$ cat config.mk
export PLATFORM = sky130hd
export DESIGN_NAME = mem_arbiter
export DESIGN_NICKNAME = d
export VERILOG_FILES = /design/src/rtl/mem_arbiter.sv
export SDC_FILE = /design/constraint.sdc
export NUM_CORES = 1
export LEC_CHECK = 0
export CORE_ASPECT_RATIO = 1.1
export CORE_UTILIZATION = 39
export DETAILED_ROUTE_END_ITERATION = 16
export GPL_TIMING_DRIVEN = 1
export PLACE_DENSITY = 0.77
export SYNTH_ARGS = -nofsm -noshare
export SYNTH_HDL_FRONTEND = slang
export SYNTH_SLANG_ARGS = --single-unit
export TNS_END_PERCENT = 10
$ cat constraint.sdc
create_clock -name CLK20 -period 1.8 [get_ports CLK20]
set_input_delay 0.45 -clock CLK20 [delete_from_list [all_inputs] [get_ports CLK20]]
set_output_delay 0.45 -clock CLK20 [all_outputs]
set_load 0.005 [all_outputs]
$ cat src/rtl/mem_arbiter.sv
// mem_arbiter: CPU/loader arbiter in front of a strobe/ready memory controller.
// Define MEM_ARB_TIMEOUT_EN to enable the outstanding-transaction watchdog (tmo_err).
module mem_arbiter #(
   parameter int AW         = 24,
   parameter int PRIO_LIMIT = 4,
   parameter int TMO        = 255
) (
   input  logic          CLK20,
   input  logic          CRST,
   input  logic          c_req,
   input  logic          c_we,
   input  logic [AW-1:0] c_add,
   input  logic [7:0]    c_di,
   output logic [7:0]    c_do,
   output logic          c_ack,
   input  logic          p_req,
   input  logic          p_we,
   input  logic [AW-1:0] p_add,
   input  logic [7:0]    p_di,
   output logic [7:0]    p_do,
   output logic          p_ack,
   output logic          m_rd_n,
   output logic          m_wr_n,
   output logic [AW-1:0] m_add,
   output logic [15:0]   m_di,
   input  logic [15:0]   m_do,
   input  logic          m_rdy,
   input  logic          m_init,
   output logic          busy,
   output logic          owner,
   output logic          tmo_err
);

   localparam int CW = $clog2(PRIO_LIMIT + 1);
   localparam int TW = $clog2(TMO + 1);
`ifdef MEM_ARB_TIMEOUT_EN
   localparam bit TMO_EN = 1'b1;
`else
   localparam bit TMO_EN = 1'b0;
`endif

   typedef enum logic [2:0] {INIT, IDLE, ISSUE, WAIT, DONE} state_t;

   state_t        state, state_nx;
   logic [CW-1:0] grant_cnt;
   logic [TW-1:0] tmo_cnt;
   logic          lat_we;
   logic          start, pick_ldr, tmo_hit, we_nx, enter_done;
   logic [7:0]    rd_byte;
   logic          unused_hi;

   assign unused_hi = ^m_do[15:8];

   // Loader wins when it is the only requester or the CPU has used up its streak.
   function automatic logic loader_wins(input logic cr, input logic pr, input logic [CW-1:0] cnt);
      return pr && (!cr || (cnt >= CW'(PRIO_LIMIT)));
   endfunction

   // Next-state decode, grant selection and watchdog expiry
   always_comb begin
      state_nx   = state;
      start      = 1'b0;
      pick_ldr   = loader_wins(c_req, p_req, grant_cnt);
      tmo_hit    = TMO_EN && ((state == ISSUE) || (state == WAIT)) && (tmo_cnt == TW'(TMO - 1));
      case (state)
         INIT: begin
            if (m_init) state_nx = IDLE;
            else        state_nx = INIT;
         end
         IDLE: begin
            if ((c_req || p_req) && m_rdy) begin
               start    = 1'b1;
               state_nx = ISSUE;
            end else begin
               state_nx = IDLE;
            end
         end
         ISSUE: begin
            if (tmo_hit)     state_nx = DONE;
            else if (!m_rdy) state_nx = WAIT;
            else             state_nx = ISSUE;
         end
         WAIT: begin
            if (tmo_hit || m_rdy) state_nx = DONE;
            else                  state_nx = WAIT;
         end
         DONE:    state_nx = IDLE;
         default: state_nx = INIT;
      endcase
      if (start) we_nx = pick_ldr ? p_we : c_we;
      else       we_nx = lat_we;
      enter_done = (state_nx == DONE) && (state != DONE);
      rd_byte    = tmo_hit ? 8'hFF : m_do[7:0];
   end

   // State register, request latch, fairness streak and watchdog counter
   always_ff @(posedge CLK20 or negedge CRST) begin
      if (!CRST) begin
         state     <= INIT;
         owner     <= 1'b0;
         lat_we    <= 1'b0;
         m_add     <= '0;
         m_di      <= 16'hFF00;
         grant_cnt <= '0;
         tmo_cnt   <= '0;
      end else begin
         state <= state_nx;
         if (start) begin
            owner     <= pick_ldr;
            lat_we    <= we_nx;
            m_add     <= pick_ldr ? p_add : c_add;
            m_di      <= {8'hFF, (pick_ldr ? p_di : c_di)};
            grant_cnt <= (pick_ldr || !p_req) ? '0 : grant_cnt + CW'(1);
            tmo_cnt   <= '0;
         end else if ((state == ISSUE) || (state == WAIT)) begin
            tmo_cnt <= tmo_cnt + TW'(1);
         end
      end
   end

   // Strobes are low exactly while in ISSUE; busy covers ISSUE..DONE
   always_ff @(posedge CLK20 or negedge CRST) begin
      if (!CRST) begin
         m_rd_n <= 1'b1;
         m_wr_n <= 1'b1;
         busy   <= 1'b0;
      end else begin
         m_rd_n <= !((state_nx == ISSUE) && !we_nx);
         m_wr_n <= !((state_nx == ISSUE) && we_nx);
         busy   <= (state_nx == ISSUE) || (state_nx == WAIT) || (state_nx == DONE);
      end
   end

   // Completion: one-cycle ack and read data routed only to the owner
   always_ff @(posedge CLK20 or negedge CRST) begin
      if (!CRST) begin
         c_ack <= 1'b0;
         p_ack <= 1'b0;
         c_do  <= 8'hFF;
         p_do  <= 8'hFF;
      end else begin
         c_ack <= enter_done && !owner;
         p_ack <= enter_done && owner;
         if (enter_done && !lat_we) begin
            if (owner) p_do <= rd_byte;
            else       c_do <= rd_byte;
         end
      end
   end

`ifdef MEM_ARB_TIMEOUT_EN
   logic tmo_err_r;

   // Sticky watchdog flag, cleared only by reset
   always_ff @(posedge CLK20 or negedge CRST) begin
      if (!CRST)        tmo_err_r <= 1'b0;
      else if (tmo_hit) tmo_err_r <= 1'b1;
   end

   assign tmo_err = tmo_err_r;
`else
   assign tmo_err = 1'b0;
`endif

endmodule

* After elaboration in Yosys (flattened, before gate mapping)
Cells that the tools add are included.
Storage, ports and cells: flip-flop bits (word level) 61, bits of input ports 88, output and inout port bits 63, logic and storage cells 59
Cells by class: add/subtract/negate cells 1, magnitude comparators 1, eq/ne operators 8, multiplexer cells 12, bitwise gates (word level) 1, reductions and logical operators 23
Operator list (number):
- 24-bit two-way mux | 1
- 3-bit case mux with 5 select lines | 1
- 3-bit by 2-bit == test with 1-bit output (second input constant) | 4
- 1-bit logical AND | 8
- 8-bit two-way mux | 1
- 1-bit logical NOT | 7
- 3-bit == test (second input constant) | 2
- 1-bit two-way mux | 6
- 3-bit two-way mux | 2
- 1-bit logical OR | 5
- 2-bit AND reduction | 2
- 3-bit by 1-bit adder with 3-bit output (second input constant) | 1
- 3-bit by 1-bit == test with 1-bit output (second input constant) | 1
- 3-bit >= comparator (second input constant) | 1
- 3-bit logical NOT | 1
- 3-bit inequality test (second input constant) | 1
- 2-bit two-way mux | 1
- 1-bit NOT | 1

* Logic depth before layout (Yosys ltp)
Gate-level depths: netlist of run 1.
depth in word-level cells 8, depth in mapped cells 6, mapped depth without buffers 4

* Worst setup path after synthesis of run 1
OpenSTA, ideal clock, no wires.
kind input to register, from in m_rdy, to reg p_do[0], setup time 0.082 ns, arrival time 1.384 ns, required time 1.718 ns, path slack 0.334 ns, stages on the path 4, path buffers 0, path through nor2b_4 -> nand3_4 -> nor3_4 -> mux2_2
On the way: longest elaborated chain between the ends 7, elaborated cells on any way between the ends 9, those cells by class 1 x eq/ne; 4 x mux; 4 x reduce/logical
Ends and longest elaborated chain:
- from (decl) | line 27 | input logic m_rdy,
- 1-bit logical AND | line 71 | if ((c_req || p_req) && m_rdy) begin
- 2-bit two-way mux | line 71
- 3-bit case mux with 5 select lines (*) | line 65 | case (state)
- 3-bit == test (*) | line 92 | enter_done = (state_nx == DONE) && (state != DONE);
- 1-bit logical AND (*) | line 92
- 1-bit logical AND (*) | line 144 | if (enter_done && !lat_we) begin
- 2-bit AND reduction (no source line) (*)
- to (signal assigned) | line 145 | if (owner) p_do <= rd_byte;
- to (decl) | line 20 | output logic [7:0] p_do,
Every way passes the cells marked *; elsewhere a longest branch is shown, timed or not. A chain may end at the register's enable or synchronous reset.

* Worst setup path in the final report of run 1
from reg owner, to out owner
RTL lines:
- from (decl) | line 30 | output logic owner,
- from (signal assigned) | line 109 | owner <= pick_ldr;
No word-level cell between the ends.

==> key figures, run 1 <==
Synth
  • Seq/Total Area, Yosys: 56.2%
  • Syn avg cell area: 11.4 µm²
  • Post-synthesis cell type count: 29
  • Register bit total from synthesis: 61
  • Ys Warns: 0
  • Mapped Cells: 242
  • Synthesized area: 0.00276 mm²

Worst setup path
  • CP bufs+invs: 1
  • Setup CP Type: reg -> out
  • Startpoint types: register
  • Crit. End Element: output port
  • CP Cell Sequence: clkdlybuf4s50_1
  • Arrival @ worst endpoint: 1.27 ns
  • CP top delay family: buffers and inverters
  • Peak fanout along the critical path: 5
  • R2R Path End: m_add[14]
  • Worst EP required: 1.35 ns
  • Critical path's slowest cell: clkdlybuf4s50_1
  • Reg2reg start: state[2]
  • Max incr delay on CP: 0.52 ns
  • R2R Setup Slk: 0.31 ns
  • Path depth of the worst reg2reg path: 6

Floorplan
  • Core box area: 0.00671 mm²
  • Die width: 82.2 µm
  • Initial Utilization: 41.1%
  • Die area: 0.00741 mm²
  • Die Y: 90.2 µm
  • Ports: 151
  • Num rows: 31

Detailed routing
  • Drt wl/cell: 13.1 µm
  • Drt pass-1 iters: 4
  • ANT nets after route: 0
  • Wirelength, routed: 6170 µm
  • Routed vias/inst: 4.67
  • Starting DRT DRC Count: 70
  • DRC: 0
  • DR vias: 2,196

Clocking
  • Setup bufs post-CTS: 0
  • Root Buffer: clkbuf_8
  • H-tree depth: 3
  • Reg clk slew, reported paths: 0.07 ns
  • CTS tree: built
  • Inserted Clock Buffers: 9
  • Clk buf depth: 2
  • Clock sinks: 61
  • Clock Latency Late Sink: 0.32 ns

Power
  • Worst vdd ir: 0.000697 V
  • PwrDens: 1330 mW/mm²
  • Leakage: 2.10 nW

GRT
  • Met3 Track Usage GR: 4.87%
  • GR Layer Usage met1: 21.2%
  • Largest net degree at the start of global routing: 62
  • Vias in the first global route: 2,211
  • Global-route wire length before repair: 10,200 µm
  • Remaining Overflow, GRT: 0
  • GRT Overall Usage: 18.0%
  • Met2 Use GR: 30.5%
  • GR peak layer: met2
  • Antenna violations before repair: 0

Timing
  • # setup viols final: 0
  • Fin crit share: 95.3%
  • RSZ-0062 raised after global routing: false
  • Setup TNS: 0 ns
  • FMAX: 0.583 GHz
  • Max Slew Vio Count: 0
  • Tmin final: 1.72 ns
  • Final clock skew: 0.00542 ns
  • Final hold violations: 0

Finish
  • Finished Core Util: 66.5%
  • Commonest non-fill, non-tap cell in the layout: clkdlybuf4s50_1
  • Ant. Diodes: 0
  • Filler cells: 547
  • Share of layout cells above drive strength 1: 17.5%
  • Commonest non-fill, non-tap cells in the layout: clkdlybuf4s50_1 (114), dfrtp_1 (42), nand2_1 (40)
  • Nets@finish: 472
  • Synth-to-Final Area Change: 61.9%

Place
  • # port buffers: 133
  • Post-DP HPWL: 4680 µm
  • Routability cong.: 0.692

Status
  • Status: complete, no violations

Run
  • Max-cap viol count: 0

Worst hold path
  • Tightest Hold Check Type: in -> async
-- stage by stage --
step	hold WS (ns)	total power, mW	setup WS (ns)	cells	cell area, µm²
finish	0.108	5.93	0.0842	470	4460
global placement	0.456	4.69	-0.189	454	4240
CTS	0.121	6.03	0.000266	470	4460
global route	0.125	6.36	0.0100	470	4460
floorplan	0.154	3.27	0.334	249	2780
detailed placement	0.464	4.79	-0.206	454	4240
-- state kept, by name, indices dropped and copies added (netlist names) --
register   flops
m_add         24
c_do           8
m_di           8
p_do           8
grant_cnt      3
state          3
busy           1
c_ack          1
lat_we         1
m_rd_n         1
m_wr_n         1
owner          1
p_ack          1
-- worst max-delay path by stage --
stage	startpoint	slack, ns	depth (start not counted)	to
after floorplan	m_rdy	0.33	4	p_do[0]
after global placement	c_req	-0.19	6	m_add[19]
after detailed placement	m_rdy	-0.21	6	p_do[2]
after CTS	c_do[7]	0.0003	1	c_do[7]
after global routing	owner	0.01	1	owner
final	owner	0.08	1	owner
-- cell type report --
| class | instances | area (µm²) | share of cell area, % |
|---|---|---|---|
| Sequential cell | 61 | 1550 | 34.7 |
| Clock buffer | 13 | 213 | 4.77 |
| Clock inverter | 3 | 20.0 | 0.449 |
| Inverter | 4 | 15.0 | 0.336 |
| Tap cell | 82 | 103 | 2.30 |
| Timing Repair Buffer | 145 | 1470 | 32.9 |
| Multi-Input combinational cell | 162 | 1090 | 24.5 |
-- metal layers --
metal,up-vias,wire length [µm]
li1,1094,-
met1,1011,2470
met2,83,3180
met3,8,437
met4,0,77
met5,-,0
-- report_power, final --
group / total (mW) / switching, mW / internal, mW
registers: 2.45 / 0.373 / 2.08
clock network: 1.32 / 0.537 / 0.787
logic: 2.15 / 0.800 / 1.35
-- logic make-up (layout without fill, tap and decap cells) --
| kind of cell | Yosys count | after routing | share of synthesized area, % |
|---|---|---|---|
| flip-flops | 61 | 61 | 56.2 |
| AND/OR/NAND/NOR | 61 | 61 | 11.3 |
| multiplexers | 49 | 49 | 18.5 |
| AO/OA/AOI/OAI | 42 | 42 | 7.81 |
| buffers and inverters | 26 | 165 | 5.45 |
| other | 2 | 9 | 0.272 |
| adder cells (fa/ha/maj) | 1 | 1 | 0.454 |
-- synth_stat cells, drive strengths merged --
cell	count	area, µm²
dfrtp	43	1080
nand2	40	150
o21ai	36	180
mux2i	33	330
buf	18	120
dfstp	18	473
mux2	16	180
nor2	8	30.0
clkbuf	4	15.0
inv	4	15.0
a21oi	3	15.0
nor3	3	37.5
conb	2	7.51
nand3	2	22.5
nand4b	2	17.5
a31oi	1	6.26
and4b	1	10.0
ha	1	12.5
nor2b	1	13.8
nor3b	1	7.51
nor4	1	6.26
nor4bb	1	10.0
o21a	1	7.51
o22ai	1	6.26
or2	1	6.26
-- what timing repair did --
item                                    in CTS  in global routing
endpoints found under the setup margin      16                  3
hold endpoints to repair                     0                  0
resized for setup                           16                  3
hold buffers                                 0                  0
Note: power is estimated with default switching activity, not from simulation.
==> inputs of run 2 (changes only) <==
- PLACE_DENSITY: 0.77 -> 0.9
==> key figures, run 2 (synthesis results as in run 1) <==
Worst setup path
  • Path depth of the worst reg2reg path: 5
  • Crit. End Element: output port
  • Startpoint types: register
  • Critical path's slowest cell: clkdlybuf4s50_1
  • Max incr delay on CP: 0.53 ns
  • CP top delay family: buffers and inverters
  • CP bufs+invs: 1
  • CP Cell Sequence: clkdlybuf4s50_1
  • Setup CP Type: reg -> out
  • Peak fanout along the critical path: 5
  • Worst EP required: 1.35 ns
  • Number of cells on the critical path: 1
  • Arrival @ worst endpoint: 1.28 ns
  • R2R Setup Slk: 0.27 ns

Place
  • # port buffers: 133
  • Placed Cells: 454
  • Routability cong.: 0.701
  • Placed Area: 0.00424 mm²
  • Post-DP HPWL: 4810 µm

Power
  • NetSw: 1.70 mW
  • Logic pwr share: 36.1%
  • Clock power frac: 21.9%
  • Final total power: 5.88 mW
  • Worst vdd ir: 0.000918 V
  • Internal: 4.18 mW
  • PwrDens: 1330 mW/mm²
  • Switch share: 28.9%
  • Seq pwr share: 42.0%
  • Leakage: 2.08 nW

Clocking
  • H-tree depth: 3
  • Clock Latency Late Sink: 0.33 ns
  • Clk buf depth: 2
  • Clock sinks: 61
  • Inserted Clock Buffers: 9
  • Reg clk slew, reported paths: 0.06 ns
  • Root Buffer: clkbuf_8
  • CTS tree: built

GRT
  • Vias in the first global route: 2,320
  • Met3 Track Usage GR: 5.89%
  • GR Layer Usage met1: 18.9%
  • GR peak layer: met2
  • Global-route wire length before repair: 10,200 µm
  • Met2 Use GR: 32.9%
  • Largest net degree at the start of global routing: 62
  • Remaining Overflow, GRT: 0
  • Antenna violations before repair: 0
  • GRT Overall Usage: 18.5%

Timing
  • Fin crit share: 95.9%
  • # setup viols final: 0
  • Hold Slack: 0.117 ns
  • Tmin final: 1.73 ns
  • RSZ-0062 raised after global routing: false
  • FMAX: 0.579 GHz
  • Max Slew Vio Count: 0
  • Final hold violations: 0
  • Final clock skew: 0.00673 ns

Finish
  • Register with the most flip-flops: m_add
  • Commonest non-fill, non-tap cell in the layout: clkdlybuf4s50_1
  • Finished Core Util: 66.1%
  • Synth-to-Final Area Change: 60.8%
  • Nets@finish: 472
  • Ant. Diodes: 0
  • Share of layout cells above drive strength 1: 17.5%
  • Commonest non-fill, non-tap cells in the layout: clkdlybuf4s50_1 (114), dfrtp_1 (42), nand2_1 (40)
  • Max reg flops: 24
  • Finished Cell Area: 0.00443 mm²
  • Finished Layout Cells: 470

Detailed routing
  • DRC: 0
  • Routed vias/inst: 4.69
  • Starting DRT DRC Count: 59
  • Wirelength, routed: 6280 µm
  • Drt wl/cell: 13.4 µm
  • DR vias: 2,204
  • Drt pass-1 iters: 4
  • ANT nets after route: 0

Floorplan
  • Core box area: 0.00671 mm²
  • Die width: 82.2 µm
  • Ports: 151
  • Initial Utilization: 41.1%
  • Die area: 0.00741 mm²
  • Num rows: 31
  • Die Y: 90.2 µm

Run
  • Max-cap viol count: 0

Worst hold path
  • Tightest Hold Check Type: in -> async

Status
  • Status: complete, no violations
run 2: power by group through the flow:
stage | clock network (mW) | logic (mW) | registers, mW
final | 1.29 | 2.12 | 2.47
after global routing | 1.40 | 2.36 | 2.56
after CTS | 1.34 | 2.17 | 2.48
after detailed placement | 0 | 2.27 | 2.50
after global placement | 0 | 2.20 | 2.46
after floorplan | 0 | 0.809 | 2.46
run 2: layout make-up:
type,instances,area (µm²)
multi-input cells,162,1090
clock inverters,7,90.1
inverters,4,15.0
well taps,82,103
clock buffers,9,124
repair buffers,145,1460
flip-flops and latches,61,1550
fillers,560,2280
run 2: stage by stage:
| stage | TNS, ns | setup WS (ns) |
|---|---|---|
| after floorplan | 0 | 0.334 |
| after global placement | -6.71 | -0.158 |
| after detailed placement | -8.06 | -0.172 |
| after CTS | 0 | 0.0441 |
| after global routing | 0 | 0.00490 |
| final | 0 | 0.0729 |
run 2: path summary, 6_finish.rpt:
kind,end,start
worst max-delay path,owner,owner
worst min-delay path,owner,CRST
worst max register to register,m_add[1],state[2]
worst min register to register,m_add[22],m_add[22]
max in group asynchronous,p_do[2],CRST
min in group CLK20,m_add[22],m_add[22]
run 2: layer usage:
| layer | part of all wire (%) | wire, µm | up-vias |
|---|---|---|---|
| li1 | - | - | 1090 |
| met1 | 37 | 2310 | 1017 |
| met2 | 54 | 3360 | 87 |
| met3 | 7.8 | 487 | 10 |
| met4 | 1.9 | 119 | 0 |
| met5 | 0 | 0 | - |
run 2: repair_timing:
action                                  CTS  global route
gates resized for setup                  19             0
endpoints found under the setup margin   19             0
hold buffers                              0             0
buffers inserted                          0             0
==> inputs of run 3 (changes only) <==
- SLEW_MARGIN: not set -> 20
==> results of run 3 <==
Same layout as run 2: the final DEF is identical, and so are final timing and power.
==> variant (flow settings as in run 3) <==
The option `MEM_ARB_TIMEOUT_EN` is turned on by a define.
--- a/src/rtl/mem_arbiter.sv
+++ b/src/rtl/mem_arbiter.sv
@@ -1,5 +1,7 @@
 // mem_arbiter: CPU/loader arbiter in front of a strobe/ready memory controller.
 // Define MEM_ARB_TIMEOUT_EN to enable the outstanding-transaction watchdog (tmo_err).
+`define MEM_ARB_TIMEOUT_EN
+
 module mem_arbiter #(
    parameter int AW         = 24,
    parameter int PRIO_LIMIT = 4,
Formal check against the unedited RTL: no difference found for any inputs over 10 cycles, from zero or initial values and one cycle with CRST low; that may be too few to reach the edited logic, so the function may still have changed.
==> variant against run 3 <==
- power grew 7.2%
- core utilization decreased by 4.1 points
- count of clock-buffer cells in the layout grew 2
- worst setup slack improved by 0.026 ns
- sequential cell count up 9
- hold slack gained 0.013 ns
- routed wire length rose by 23%
- register-to-register slack lost 0.15 ns
- clock power is 10% lower
- design area grew 11%
- area after synthesis rose by 15%
- non-clock buffer count grew 6
- largest cell class unchanged
==> variant: results (changes against run 3) <==
DR iter-0 viols 70 (was 59); WHS 0.130 ns (was 0.117 ns); Pre-antenna DRT Iters 6 (was 4); hpwl dp 5780 um (was 4810 um); top cells by count, synth dfrtp_1 (52), nand2_1 (48), o21ai_0 (36) (was dfrtp_1 (43), nand2_1 (40), o21ai_0 (36)); critical path endpoint m_rd_n (was owner); synth unique cells 38 (was 29); CP startpoint m_rdy (was owner); largest net degree at the start of global routing 71 (was 62); Max rail drop VDD 0.508 mV (was 0.918 mV); sequential fraction of the synthesis area 55.8% (was 56.2%); CTS resizes 18 (was 19); fill count 680 (was 560); FF-to-FF setup slack 0.12 ns (was 0.27 ns); top cell family by delay on the critical path simple AND/OR/NAND/NOR gates (was buffers and inverters); Setup Skew 0.00769 ns (was 0.00673 ns); crit-path max FO 4 (was 5); R2R depth 7 (was 5); clock buffer depth 2 (unchanged); Routed WL 7730 um (was 6280 um); n_diodes 0 (unchanged); R2R Path End c_do[1] (was m_add[1]); first-pass GRT wire length 13,300 um (was 10,200 um); most area-consuming cells after synthesis dfrtp_1 (41%), dfstp_2 (15%), mux2i_1 (10%) (was dfrtp_1 (39%), dfstp_2 (17%), mux2i_1 (12%)); Final GP Congestion 0.743 (was 0.701); Reg2Reg Launch Point tmo_cnt[0] (was state[2]); Area after DPL 4730 um2 (was 4240 um2); NumNets Final 524 (was 472); DR vias/cell 4.87 (was 4.69); Worst path max stage delay 0.55 ns (was 0.53 ns); count of input and output buffers 134 (was 133); status completed (unchanged); Worst EP arrival 1.96 ns (was 1.28 ns); vias in the first global route 2,907 (was 2,320); total track usage 20.1% (was 18.5%); Crit-path slowest cell clkdlybuf4s50_1 (unchanged); clock-pin slew on the worst setup and hold paths 0.08 ns (was 0.06 ns); share of cells above drive strength 1 15.5% (was 17.5%); largest register by flop count m_add (unchanged)
variant: cell count changes after synthesis, moves of 3 or more:
cell and delta:
nand2b_1 +3, nand3_1 +4, clkbuf_1 +6, mux2_2 -15
dfrtp_1 +9, buf_4 -4, o32a_1 +8, nor2_1 +3
nand2_1 +8, xor2_1 +3, xnor2_1 +3, o32a_2 +8
a211oi_1 +3, nand3b_1 +3
variant: cell type report:
| cell class | instances | share of cell area (%) |
|---|---|---|
| clock inverter | 5 | 0.638 |
| timing repair buffer | 151 | 30.5 |
| clock buffer | 11 | 3.09 |
| sequential | 70 | 36.2 |
| inverter | 3 | 0.230 |
| multi-input combinational | 198 | 26.6 |
| tap | 108 | 2.76 |
variant: report_power, final:
group | switching, W | internal, W
Sequential | 0.000384 | 0.00229
Clock | 0.000582 | 0.000575
Combinational | 0.00103 | 0.00144
Total | 0.00200 | 0.00431
variant: layer usage:
metal | vias up | wire (um) | GRT usage (%)
met2 | 112 | 4010 | 34.7
li1 | 1291 | - | -
met3 | 13 | 598 | 6.14
met4 | 0 | 136 | 8.19
met5 | - | 0 | 0
met1 | 1244 | 2980 | 22.8
variant: kinds of logic (layout without fill, tap and decap cells):
family,after synthesis,in the layout,share of synthesized area [%]
AOI/OAI and AO/OA,67,67,14.9
xor gates and xnor gates,6,6,1.65
adders and majority gates,3,3,1.18
buffers and inverters,26,170,4.41
DFF,70,70,55.8
muxes,32,32,10.1
other,1,8,0.118
and+or+nand+nor,82,82,11.8
variant: through the flow:
stage,setup slack [ns],utilization (%),setup TNS [ns],std cells
after global placement,-0.233,59.8,-3.58,530
after CTS,0.0671,61.8,0,546
after floorplan,0.0378,-,0,294
final,0.0991,61.9,0,546
after global routing,0.0218,61.9,0,546
after detailed placement,-0.294,59.8,-5.62,530
